$ cat src/rtl/qdec_pkg.sv
// Shared types, defaults and the quadrature step decoder for quad_decoder_array.
package qdec_pkg;

  localparam int unsigned DEF_CHANNELS    = 2;
  localparam int unsigned DEF_POS_W       = 16;
  localparam int unsigned DEF_SYNC_STAGES = 2;
  localparam int unsigned DEF_FILT_LEN    = 3;
  localparam int unsigned DEF_VEL_W       = 12;
  localparam int unsigned DEF_VEL_PERIOD  = 50000;

  typedef enum logic [1:0] {
    STEP_NONE,
    STEP_INC,
    STEP_DEC,
    STEP_ILLEGAL
  } step_e;

  // States are {B,A}; forward order is 00 -> 10 -> 11 -> 01 -> 00.
  function automatic step_e decode(input logic [1:0] prev, input logic [1:0] cur);
    step_e s;
    s = STEP_NONE;
    case ({prev, cur})
      4'b00_10, 4'b10_11, 4'b11_01, 4'b01_00: s = STEP_INC;
      4'b10_00, 4'b11_10, 4'b01_11, 4'b00_01: s = STEP_DEC;
      4'b00_11, 4'b11_00, 4'b01_10, 4'b10_01: s = STEP_ILLEGAL;
      default:                                s = STEP_NONE;
    endcase
    return s;
  endfunction

endpackage

$ cat src/rtl/quad_decoder_array_channel.sv
// One encoder channel: synchronizer, glitch filter, decode, position, sticky err,
// and (with QDEC_VELOCITY_EN) a saturating per-window step accumulator.
module qdec_channel
  import qdec_pkg::*;
#(
  parameter int unsigned POS_W       = DEF_POS_W,
  parameter int unsigned SYNC_STAGES = DEF_SYNC_STAGES,
  parameter int unsigned FILT_LEN    = DEF_FILT_LEN,
  parameter int unsigned VEL_W       = DEF_VEL_W
) (
  input  logic             clk,
  input  logic             rst,
  input  logic             in_a,
  input  logic             in_b,
  input  logic             load,
  input  logic [POS_W-1:0] load_val,
  input  logic             clr_err,
`ifdef QDEC_VELOCITY_EN
  input  logic             win_last,
`endif
  output logic [POS_W-1:0] position,
  output logic             err,
  output logic [VEL_W-1:0] velocity
);

  logic [1:0] sync_q [SYNC_STAGES];
  logic [1:0] synced;
  logic [1:0] cur;
  logic [1:0] prev;
  step_e      step;

  always_ff @(posedge clk) begin
    sync_q[0] <= {in_b, in_a};
    for (int unsigned i = 1; i < SYNC_STAGES; i++) begin
      sync_q[i] <= sync_q[i-1];
    end
  end

  assign synced = sync_q[SYNC_STAGES-1];

  if (FILT_LEN == 0) begin : g_nofilt
    assign cur = synced;
  end else begin : g_filt
    localparam int unsigned CW = $clog2(FILT_LEN + 1);
    logic [1:0]    last;
    logic [1:0]    filt;
    logic [CW-1:0] run;
    logic [CW-1:0] held;

    // held = consecutive cycles, including this one, that synced has kept its value
    always_comb begin
      held = CW'(1);
      if (synced == last) begin
        held = (run >= CW'(FILT_LEN)) ? CW'(FILT_LEN) : run + CW'(1);
      end
    end

    always_ff @(posedge clk) begin
      last <= synced;
      run  <= held;
      if (held >= CW'(FILT_LEN)) begin
        filt <= synced;
      end
    end

    assign cur = filt;
  end

  assign step = decode(prev, cur);

  always_ff @(posedge clk) begin
    prev <= cur;
    if (rst) begin
      position <= '0;
      err      <= 1'b0;
    end else begin
      if (load) begin
        position <= load_val;
      end else if (step == STEP_INC) begin
        position <= position + POS_W'(1);
      end else if (step == STEP_DEC) begin
        position <= position - POS_W'(1);
      end
      if (step == STEP_ILLEGAL) begin
        err <= 1'b1;
      end else if (clr_err) begin
        err <= 1'b0;
      end
    end
  end

`ifdef QDEC_VELOCITY_EN
  localparam logic signed [VEL_W-1:0] VMAX = {1'b0, {(VEL_W-1){1'b1}}};
  localparam logic signed [VEL_W-1:0] VMIN = -VMAX;
  logic signed [VEL_W-1:0] acc;
  logic signed [VEL_W-1:0] acc_next;

  always_comb begin
    acc_next = acc;
    if (step == STEP_INC && acc != VMAX) begin
      acc_next = acc + VEL_W'(1);
    end else if (step == STEP_DEC && acc != VMIN) begin
      acc_next = acc - VEL_W'(1);
    end
  end

  always_ff @(posedge clk) begin
    if (rst) begin
      acc      <= '0;
      velocity <= '0;
    end else if (win_last) begin
      velocity <= acc_next;
      acc      <= '0;
    end else begin
      acc <= acc_next;
    end
  end
`else
  assign velocity = '0;
`endif

endmodule

$ cat src/rtl/quad_decoder_array.sv
// Multi-channel 4x quadrature decoder. Define QDEC_VELOCITY_EN to build the
// shared velocity window and per-channel velocity outputs.
module quad_decoder_array
  import qdec_pkg::*;
#(
  parameter int unsigned CHANNELS    = DEF_CHANNELS,
  parameter int unsigned POS_W       = DEF_POS_W,
  parameter int unsigned SYNC_STAGES = DEF_SYNC_STAGES,
  parameter int unsigned FILT_LEN    = DEF_FILT_LEN,
  parameter int unsigned VEL_W       = DEF_VEL_W,
  parameter int unsigned VEL_PERIOD  = DEF_VEL_PERIOD
) (
  input  logic                      clk,
  input  logic                      rst,
  input  logic [CHANNELS-1:0]       in_a,
  input  logic [CHANNELS-1:0]       in_b,
  input  logic [CHANNELS-1:0]       load,
  input  logic [POS_W-1:0]          load_val,
  input  logic                      clr_err,
  output logic [CHANNELS*POS_W-1:0] position,
  output logic [CHANNELS-1:0]       err,
  output logic [CHANNELS*VEL_W-1:0] velocity,
  output logic                      vel_valid
);

  if (CHANNELS < 1 || CHANNELS > 8) begin : g_bad_channels
    $error("quad_decoder_array: CHANNELS must be 1..8");
  end
  if (SYNC_STAGES < 2) begin : g_bad_sync
    $error("quad_decoder_array: SYNC_STAGES must be >= 2");
  end
  if (VEL_PERIOD < 2) begin : g_bad_period
    $error("quad_decoder_array: VEL_PERIOD must be >= 2");
  end

`ifdef QDEC_VELOCITY_EN
  localparam int unsigned CNT_W = $clog2(VEL_PERIOD);
  logic [CNT_W-1:0] win_cnt;
  logic             win_last;

  assign win_last = (win_cnt == CNT_W'(VEL_PERIOD - 1));

  always_ff @(posedge clk) begin
    if (rst) begin
      win_cnt   <= '0;
      vel_valid <= 1'b0;
    end else begin
      vel_valid <= win_last;
      win_cnt   <= win_last ? '0 : win_cnt + CNT_W'(1);
    end
  end
`else
  assign vel_valid = 1'b0;
`endif

  for (genvar n = 0; n < CHANNELS; n++) begin : g_ch
    qdec_channel #(
      .POS_W      (POS_W),
      .SYNC_STAGES(SYNC_STAGES),
      .FILT_LEN   (FILT_LEN),
      .VEL_W      (VEL_W)
    ) u_channel (
      .clk     (clk),
      .rst     (rst),
      .in_a    (in_a[n]),
      .in_b    (in_b[n]),
      .load    (load[n]),
      .load_val(load_val),
      .clr_err (clr_err),
`ifdef QDEC_VELOCITY_EN
      .win_last(win_last),
`endif
      .position(position[n*POS_W +: POS_W]),
      .err     (err[n]),
      .velocity(velocity[n*VEL_W +: VEL_W])
    );
  end

endmodule

$ cat config.mk
export PLATFORM = sky130hd
export DESIGN_NAME = quad_decoder_array
export DESIGN_NICKNAME = d
export VERILOG_FILES = /design/src/rtl/qdec_pkg.sv /design/src/rtl/quad_decoder_array_channel.sv /design/src/rtl/quad_decoder_array.sv
export SDC_FILE = /design/constraint.sdc
export NUM_CORES = 1
export LEC_CHECK = 0
export CAP_MARGIN = 40
export CELL_PAD_IN_SITES_DETAIL_PLACEMENT = 0
export CELL_PAD_IN_SITES_GLOBAL_PLACEMENT = 1
export CORE_MARGIN = 4
export CORE_UTILIZATION = 25
export CTS_BUF_LIST = sky130_fd_sc_hd__clkbuf_4 sky130_fd_sc_hd__clkbuf_8
export DETAILED_ROUTE_END_ITERATION = 10
export PLACE_DENSITY_LB_ADDON = 0.2
export SYNTH_ARGS = -nofsm -noshare
export SYNTH_HDL_FRONTEND = slang
export SYNTH_SLANG_ARGS = --single-unit
$ cat constraint.sdc
create_clock -name clk -period 4.2 [get_ports clk]
set_input_delay 1.26 -clock clk [delete_from_list [all_inputs] [get_ports clk]]
set_output_delay 1.26 -clock clk [all_outputs]
set_load 0.03 [all_outputs]
==> impl_metrics.toml <==
[outcome]
status = "complete, no violations"

[synth]
ys_ff_latch = 58
yosysTopAreaCellShare_pct = 28.6
yosysWarnings = 0
syn_area_sq_um = 3780
ys.flop_type = "dfxtp_1"
yosysTopAreaCell = "dfxtp_1"
synth_edf_count = 4
synthTopCellsByArea = "dfxtp_1, ha_1, buf_4, a21oi_1, xor2_1"
synth-seq-area-share_pct = 31.8
synth-async-reset-ratio_pct = 0
syn_area_per_cell_sq_um = 8.63
synthCells = 438
ys_types = 56

[global_routing]
grt_overflow = 0
grt_use_total_pct = 12.8
grt_start_max_net_pins = 25
first_global_vias = 3175
grt_pass1_wl_um = 16700
antenna_found_initial = 0

[detailed_routing]
drt-pass1-iter-count = 4
dr.first_iter.drc_count = 166
drc = 0
wl_um = 10500
vias = 3186
ant_nets = 0
routedWlPerCell_um = 15.4
vias_per_cell = 4.64

[die]
die_w_um = 131
rows = 44
core_area_sq_um = 14600
die_height_um = 131
die_area_sq_um = 17100
boundaryPins = 84
initial_core_util_pct = 25.8

[placement]
place_ws_ns = 0.751
portBuffers = 58
gp_congestion = 0.819
dpl.hpwl_um = 8010

[power]
p_leak_nw = 1.96
p_per_area_nw_per_um2 = 397
power.total_mw = 1.84
ir_drop_mv = 0.218

[clock_tree]
h-tree-depth = 3
cts_resized = 0
hold_buffers = 0
cts_tree = "yes"
cts_setup_buffers = 0
clk_latency_ns = 0.36
clkTransAtPathRegs_ns = 0.07
numCtsBuffers = 9
cts_buffer_depth = 2
cts-root-buf = "clkbuf_8"
cts_sinks = 58

[layout]
fin_nets = 557
drive_gt1_share_pct = 6.18
diodes = 0
syn_to_final_growth_pct = 22.8
utilization_pct = 31.7

[timing]
fmaxAchievable_mhz = 292
finalClockSkew_ns = 0.00984
slew_viol_final = 0
min_period_over_period_pct = 81.6
setup_slack_ns = 0.773
fin_crit_ns = 3.43
finalHoldViolCount = 0
tns_ns = 0
rsz0062_at_grt = "false"
max_slew_margin_pct = 39.0
max_slew.worst_pin.slew_ns = 0.908
finalSetupViolCount = 0
whs_ns = 0.328

[critical_path]
critPathArrivalTime_ns = 3.73
max_stage_delay_ns = 0.46
critPathMostFrequentCell = "a21o_1"
critPathMaxFanout = 16
cp_slowest_cell = "ha_1"
endpoint_kind = "flop"
cp.required_ns = 4.50
start_kind = "flop"
crit_type = "reg -> reg"
worstPathCellList = "xor2_1 -> nor2_1 -> inv_1 -> ha_1 -> a21o_1 -> a31o_1 -> a22o_1 -> a21o_1 -> a311oi_1 -> mux2i_1 -> o211a_1"

[hold_path]
hp-class = "reg -> reg"

[run]
drv_cap = 0
-- cell type report --
type	instances	area [sq um]
Timing Repair Buffer	66	641
Clock buffer	9	124
Multi-Input combinational cell	344	2330
Clock inverter	6	43.8
Fill cell	1550	10000
Sequential cell	58	1200
Tap cell	184	230
Inverter	19	71.3
-- final timing paths --
path | start | end | slack, ns | depth (start not counted)
setup reg to reg | g_ch[0].u_channel.cur[0] | g_ch[0].u_channel.position[15] | 0.77 | 11
setup / recovery | g_ch[0].u_channel.cur[0] | g_ch[0].u_channel.position[15] | 0.77 | 11
hold reg to reg | g_ch[0].u_channel.sync_q[0][1] | g_ch[0].u_channel.sync_q[0][3] | 0.33 | 0
hold / removal | g_ch[0].u_channel.sync_q[0][1] | g_ch[0].u_channel.sync_q[0][3] | 0.33 | 0
-- where the power goes --
| part | switching (mW) | internal [mW] |
|---|---|---|
| logic | 0.424 | 0.311 |
| clock network | 0.251 | 0.211 |
| registers | 0.0423 | 0.605 |
-- cells in the mapped netlist, types with 8 or more instances --
library cell / instances
a211oi_1: 8
a21o_1: 10
a21oi_1: 35
buf_4: 27
clkbuf_1: 11
dfxtp_1: 54
ha_1: 32
inv_1: 18
nand2_1: 34
nor2_1: 40
o211a_1: 9
o211ai_1: 9
o21a_1: 8
o21ai_0: 15
xnor2_1: 16
xor2_1: 20
-- state kept, by name (all words and copies together), names as in the netlist --
signal	flops
g_ch.u_channel.g_filt.run	4
g_ch.u_channel.position	32
g_ch.u_channel.sync_q	8
g_ch.u_channel.err	2
g_ch.u_channel.prev	4
g_ch.u_channel.cur	4
g_ch.u_channel.g_filt.last	4
-- cell usage in the layout (no fill, tap or decap), types with 4 or more instances in the layout --
cell type         n
edfxtp_1          4
o211ai_1          9
conb_1           25
inv_1            18
dfxtp_1          54
a221oi_1          4
a21o_1           10
ha_1             32
o21ai_1           4
a211oi_1          8
buf_4             8
clkdlybuf4s50_1  58
o21ai_0          15
nor2_1           40
a311oi_1          6
nor3_1            7
nand3_1           7
clkinvlp_4        4
xnor2_1          16
o21a_1            8
nand2_1          34
a31oi_1           4
xor2_1           20
and3_1            5
clkbuf_8          9
o211a_1           9
or3_1             4
a21oi_1          35
-- critical path, delay by kind of cell (launching register included) --
| kind | cells | cell delay, ns |
|---|---|---|
| multiplexers | 1 | 0.23 |
| flip-flops | 1 | 0.42 |
| buffers and inverters | 1 | 0.40 |
| adder cells (fa/ha/maj) | 1 | 0.46 |
| AO/OA/AOI/OAI | 6 | 1.33 |
| AND/OR/NAND/NOR | 1 | 0.34 |
| XOR/XNOR | 1 | 0.18 |
-- layer usage --
| metal | global-route usage [%] | vias to the layer above | share of wire, % |
|---|---|---|---|
| met5 | 0 | - | 0 |
| met4 | 3.09 | 0 | 0.98 |
| met3 | 3.94 | 10 | 7.5 |
| met2 | 20.9 | 88 | 45 |
| met1 | 16.5 | 1453 | 47 |
| li1 | - | 1635 | - |
-- kinds of logic (layout without fill, tap and decap cells) --
family                     count (synthesis)  count (layout)  synth area share (%)
other                                      1              25                0.0992
DFF                                       58              58                  31.8
and+or+nand+nor                          118             118                  14.5
buffers and inverters                     60             100                  8.91
xor gates and xnor gates                  36              36                  8.34
muxes                                      3               3                 0.795
adders and majority gates                 34              34                  11.7
AOI/OAI and AO/OA                        128             128                  23.9
-- per-stage QoR --
step           cells  instance area, sq um
5_1_grt          686                  4640
6_report         686                  4640
2_1_floorplan    462                  3870
4_1_cts          686                  4640
3_3_place_gp     669                  4460
3_5_place_dp     671                  4470
Note: power is estimated with default switching activity, not from simulation.
